**src/rtl/pipe_ctrl_pkg.sv**
```systemverilog
// Shared definitions for the pipeline hazard controller: FSM state
// encoding, the hardwired-zero register index and the legal ranges of the
// bubble/flush length parameters.
package pipe_ctrl_pkg;

    // FSM state encoding; ctrl_state exposes these values for debug.
    typedef enum logic [1:0] {
        RUN   = 2'd0,
        STALL = 2'd1,
        FLUSH = 2'd2
    } ctrl_state_e;

    // $zero never carries a real dependency.
    localparam logic [4:0] REG_ZERO = 5'd0;

    // Legal ranges: the 2-bit remaining-cycle counter holds at most 3-1.
    localparam int LU_STALL_MIN = 1;
    localparam int LU_STALL_MAX = 3;
    localparam int FLUSH_MIN    = 1;
    localparam int FLUSH_MAX    = 3;

    // Pin a cycle-count parameter into its legal range so an out-of-range
    // override cannot overflow the remaining-cycle counter.
    function automatic int clamp_cycles(input int val, input int lo, input int hi);
        if (val < lo) return lo;
        if (val > hi) return hi;
        return val;
    endfunction

endpackage

```
**src/rtl/sat_counter.sv**
```systemverilog
// Saturating up-counter used for the hazard performance counters.
// Holds at all-ones instead of wrapping; clear wins over inc.
module sat_counter #(
    parameter int WIDTH = 16
) (
    input  logic             clk,
    input  logic             clear,
    input  logic             inc,
    output logic [WIDTH-1:0] count
);

    // Count events, sticking at the maximum value.
    always_ff @(posedge clk) begin
        if (clear) begin
            count <= '0;
        end else if (inc && (count != '1)) begin
            count <= count + WIDTH'(1);
        end
    end

endmodule

```
**src/rtl/pipe_hazard_ctrl.sv**
```systemverilog
// Pipeline hazard controller for the 5-stage MIPS-32 core.
// Detects load-use hazards and inserts LU_STALL_CYCLES bubbles, and holds
// flush for FLUSH_CYCLES cycles after a taken branch. Outputs are
// combinational from the registered state/rem and the current inputs so
// the pipeline-register enables react in the same cycle.
// Optional feature: define HAZARD_PERF_CNT_EN to add the stall_cycles and
// flush_cycles saturating performance counters (width CNT_W).
module pipe_hazard_ctrl
    import pipe_ctrl_pkg::*;
#(
    parameter int LU_STALL_CYCLES = 1,
    parameter int FLUSH_CYCLES    = 2
`ifdef HAZARD_PERF_CNT_EN
    ,
    parameter int CNT_W           = 16
`endif
) (
    input  logic             clk,
    input  logic             reset,
    input  logic             id_ex_memRead,
    input  logic [4:0]       id_ex_rt,
    input  logic [4:0]       if_id_rs,
    input  logic [4:0]       if_id_rt,
    input  logic             branch_taken,
    output logic             stall,
    output logic             flush,
    output logic             pc_write,
    output logic             if_id_write,
    output logic [1:0]       ctrl_state
`ifdef HAZARD_PERF_CNT_EN
    ,
    output logic [CNT_W-1:0] stall_cycles,
    output logic [CNT_W-1:0] flush_cycles
`endif
);

    localparam int LU_CYC = clamp_cycles(LU_STALL_CYCLES, LU_STALL_MIN, LU_STALL_MAX);
    localparam int FL_CYC = clamp_cycles(FLUSH_CYCLES, FLUSH_MIN, FLUSH_MAX);

    // rem value loaded on entry: the entry cycle itself is the first one.
    localparam logic [1:0] LU_REM = 2'(LU_CYC - 1);
    localparam logic [1:0] FL_REM = 2'(FL_CYC - 1);

    ctrl_state_e state_q;
    ctrl_state_e state_d;
    logic [1:0]  rem_q;
    logic [1:0]  rem_d;
    logic        lu_hit;

    // Load in EX writes a register the instruction in ID reads ($zero excluded).
    assign lu_hit = id_ex_memRead && (id_ex_rt != REG_ZERO) &&
                    ((id_ex_rt == if_id_rs) || (id_ex_rt == if_id_rt));

    // Output decode and next-state logic; reset forces every enable low.
    always_comb begin
        // NOTE: every output gets a default first so no path infers a latch.
        state_d     = state_q;
        rem_d       = rem_q;
        stall       = 1'b0;
        flush       = 1'b0;
        pc_write    = 1'b1;
        if_id_write = 1'b1;

        case (state_q)
            RUN: begin
                if (branch_taken) begin
                    flush = 1'b1;
                    if (FL_CYC > 1) begin
                        state_d = FLUSH;
                        rem_d   = FL_REM;
                    end
                end else if (lu_hit) begin
                    stall       = 1'b1;
                    pc_write    = 1'b0;
                    if_id_write = 1'b0;
                    if (LU_CYC > 1) begin
                        state_d = STALL;
                        rem_d   = LU_REM;
                    end
                end
            end

            STALL: begin
                if (branch_taken) begin
                    // The stalled instruction is wrong-path: drop the stall.
                    flush = 1'b1;
                    if (FL_CYC > 1) begin
                        state_d = FLUSH;
                        rem_d   = FL_REM;
                    end else begin
                        state_d = RUN;
                        rem_d   = 2'd0;
                    end
                end else begin
                    // The first bubble cleared id_ex_memRead, so the hazard
                    // is carried here rather than re-detected.
                    stall       = 1'b1;
                    pc_write    = 1'b0;
                    if_id_write = 1'b0;
                    if (rem_q <= 2'd1) begin
                        state_d = RUN;
                        rem_d   = 2'd0;
                    end else begin
                        rem_d = rem_q - 2'd1;
                    end
                end
            end

            FLUSH: begin
                // Hazards and branches seen here belong to wrong-path code.
                flush = 1'b1;
                if (rem_q <= 2'd1) begin
                    state_d = RUN;
                    rem_d   = 2'd0;
                end else begin
                    rem_d = rem_q - 2'd1;
                end
            end

            default: begin
                state_d = RUN;
                rem_d   = 2'd0;
            end
        endcase

        if (!reset) begin
            stall       = 1'b0;
            flush       = 1'b0;
            pc_write    = 1'b0;
            if_id_write = 1'b0;
        end
    end

    assign ctrl_state = reset ? state_q : RUN;

    // State and remaining-cycle registers with synchronous active-low reset.
    always_ff @(posedge clk) begin
        // NOTE: non-blocking assignments keep all registers updating from
        // the same pre-edge values.
        if (!reset) begin
            state_q <= RUN;
            rem_q   <= 2'd0;
        end else begin
            state_q <= state_d;
            rem_q   <= rem_d;
        end
    end

`ifdef HAZARD_PERF_CNT_EN
    sat_counter #(
        .WIDTH (CNT_W)
    ) u_stall_cnt (
        .clk   (clk),
        .clear (!reset),
        .inc   (stall),
        .count (stall_cycles)
    );

    sat_counter #(
        .WIDTH (CNT_W)
    ) u_flush_cnt (
        .clk   (clk),
        .clear (!reset),
        .inc   (flush),
        .count (flush_cycles)
    );
`endif

endmodule

```
**config.mk**
```make
export PLATFORM = sky130hd
export DESIGN_NAME = pipe_hazard_ctrl
export DESIGN_NICKNAME = d
export VERILOG_FILES = /design/src/rtl/pipe_ctrl_pkg.sv /design/src/rtl/sat_counter.sv /design/src/rtl/pipe_hazard_ctrl.sv
export SDC_FILE = /design/constraint.sdc
export NUM_CORES = 1
export LEC_CHECK = 0
export BUFFER_PORTS_ARGS = -buffer_cell sky130_fd_sc_hd__buf_2
export CORE_AREA = 2 2 39 41
export DETAILED_ROUTE_END_ITERATION = 8
export DIE_AREA = 0 0 41 43
export SETUP_SLACK_MARGIN = 0.15
export SYNTH_ARGS = -nofsm -noshare
export SYNTH_HDL_FRONTEND = slang
export SYNTH_HIERARCHICAL = 1
export SYNTH_SLANG_ARGS = --single-unit
```
**constraint.sdc**
```tcl
create_clock -name clk -period 3.9 [get_ports clk]
set_clock_uncertainty 0.1 [all_clocks]
set_input_delay 0.78 -clock clk [delete_from_list [all_inputs] [get_ports clk]]
set_output_delay 0.78 -clock clk [all_outputs]
set_load 0.01 [all_outputs]
```
==> out/metrics.yaml <==
run_status:
  status: "finished clean"
synthesis:
  yosysTopAreaCell: "xnor2_1"
  synth.top_cell.area_share: 0.273
  syn_nets: 65
  synthArstFlopShare: 0
  synth_area_leaders: "xnor2_1, dfxtp_1, nand2_1, and2b_2, and2_1"
  yosysMostFrequentCell: "xnor2_1"
  yosysWarnings: 6
  ys_top_cells_by_count: "xnor2_1, nand2_1, dfxtp_1"
  synth-edff-count: 0
  synth_cells: 46
  synth.ff_latch_count: 4
  syn_area_um2: 353
  postSynthAreaPerCell_um2: 7.67
  synth_ff_type: "dfxtp_1"
  synth.distinct_cells: 20
  seq_area_frac_synth: 0.227
sta:
  fin_tns_setup_ps: 0
  drv_slew: 0
  timing.fmax_mhz: 387
  tightest_slew_ps: 311
  rsz0062_at_grt: "false"
  min_period_ps: 2590
  setup_violations: 0
  slew_headroom: 0.792
  period_share: 0.663
  hold_violations: 0
drt:
  firstDrtPassIters: 2
  drc_errors: 0
  dr_wl_met2_um: 399
  routed_wl_um: 766
  met3_length_um: 30
  viasPerCell: 4.26
  wl_met1_um: 336
  post_drt_wl_per_cell_um: 8.70
  routed.top_layer: "met3"
  drt_iter0_drc: 7
  ant_nets: 0
  num_vias: 375
placement:
  post_dp_cell_area_um2: 485
  dp.cells: 85
  gp_congestion: 0.660
  hpwl_um: 664
  io_buffers: 24
global_routing:
  antenna_found_initial: 0
  grt_max_degree: 8
  grt_pass1_vias: 365
  grt_overflow: 0
  grt_pass1_wl_mm: 1.21
  grt_usage: 0.102
floorplanning:
  die_x_um: 41
  coreArea_um2: 1380
  die_area_um2: 1760
  initial_core_util: 0.255
  die-height_um: 43
  rows: 14
  io_pins: 25
finish:
  multiInputGateArea_um2: 258
  fin_util: 0.367
  antenna_cells: 0
  nNetsFinal: 93
  register_area_um2: 80.1
  final_cells: 88
  final_layout_size_suffix_gt1_frac: 0.417
  fillers: 157
  final_area_um2: 508
  syn_to_final_growth_pct: 44.0
cts:
  clk_pin_slew_worst_paths_ps: 30
  cts_setup_buffers: 0
  insertion_delay_ps: 230
  h-tree-depth: 1
  cts-root-buf: "clkbuf_4"
  clock_sinks: 4
  cts_resized: 0
  cts_tree: "yes"
  clock_path_buffers: 2
  cts_hold_repair.buffers: 0
  cts_buffers: 3
critical_path:
  critPathMostFrequentCell: "buf_2"
  cp_cell_sequence: "buf_2, xnor2_1, nand3_1, o22ai_1, a41oi_1, buf_2"
  crit_buf_inv: 2
  required_ps: 3020
  crit_type: "primary input to output port"
  startpoint_type: "primary input"
  path_delay_family: "compound AO/OA/AOI/OAI gates"
  max_stage_delay_ps: 220
  crit_fanout: 3
  critical_path_arrival_ps: 1710
  crit_path_end_kind: "output port"
  cp_slowest_cell: "o22ai_1"
pwr:
  p_leak_uw: 0.000225
  powerDensity_nw_per_um2: 265
  peakVddDrop_mv: 0.118
run:
  max_cap_violations: 0
min_path:
  worstHoldPathType: "flop to flop"
==> cell type report <==
| type | instances | area share |
|---|---|---|
| clock buffer | 3 | 0.0443 |
| inverter | 2 | 0.0148 |
| multi-input combinational | 39 | 0.507 |
| sequential | 4 | 0.158 |
| tap | 16 | 0.0394 |
| timing repair buffer | 24 | 0.236 |
==> per-layer routing <==
layer  track usage  vias up
li1              -      207
met1         0.103      162
met2         0.169        6
met3        0.0157        0
met4        0.0800        0
met5             0        -
==> where the power goes <==
| part | switching (µW) | internal (µW) | total (µW) |
|---|---|---|---|
| combinational | 17.5 | 22.5 | 40.0 |
| sequential | 2.32 | 43.2 | 45.5 |
| clock | 15.0 | 34.3 | 49.3 |
| total | 34.8 | 100 | 135 |
==> final timing paths <==
| path | from | endpoint | slack, ps | depth (start not counted) |
|---|---|---|---|---|
| max | id_ex_rt[0] | pc_write | 1310 | 6 |
| min | rem_q[1] | state_q[0] | 360 | 2 |
| max reg2reg | state_q[0] | state_q[1] | 2740 | 3 |
| min reg2reg | rem_q[1] | state_q[0] | 360 | 2 |
==> tightest hold or removal path: cells and delay by family (launching register included) <==
kind          cells  cell delay (ps)
flops             1              300
simple gates      2              110
==> cell families after synthesis <==
kind of cell | Yosys count | share of synthesized area
compound gates | 9 | 0.177
xor+xnor | 11 | 0.273
simple gates | 19 | 0.280
buf+inv | 3 | 0.0426
flops | 4 | 0.227
==> registers in the layout, summed over array words and instances (netlist names) <==
register / flops
state_q: 2
rem_q: 2
==> stage by stage <==
| stage | hold slack [ps] | worst slack, ps | power, µW |
|---|---|---|---|
| after floorplan | 333 | 1430 | 69.4 |
| after global placement | 350 | 1330 | 86.1 |
| after detailed placement | 355 | 1320 | 86.4 |
| after CTS | 360 | 1320 | 139 |
| after global routing | 406 | 1230 | 144 |
| final | 359 | 1310 | 135 |
==> cells in the final DEF, fill, tap and decap left out <==
cell type / n
nand3_1: 2
a41oi_1: 1
and2_1: 2
nor2_1: 3
a22o_1: 1
xnor2_1: 11
dfxtp_1: 4
nor3_1: 1
a21oi_1: 2
a21boi_0: 1
nand2_1: 7
o32ai_1: 1
and2b_2: 2
o21a_1: 1
buf_2: 24
o22ai_1: 1
o21ai_0: 1
inv_1: 2
and4_1: 1
clkbuf_4: 3
and2_2: 1
Note: power is estimated with default switching activity, not from simulation.
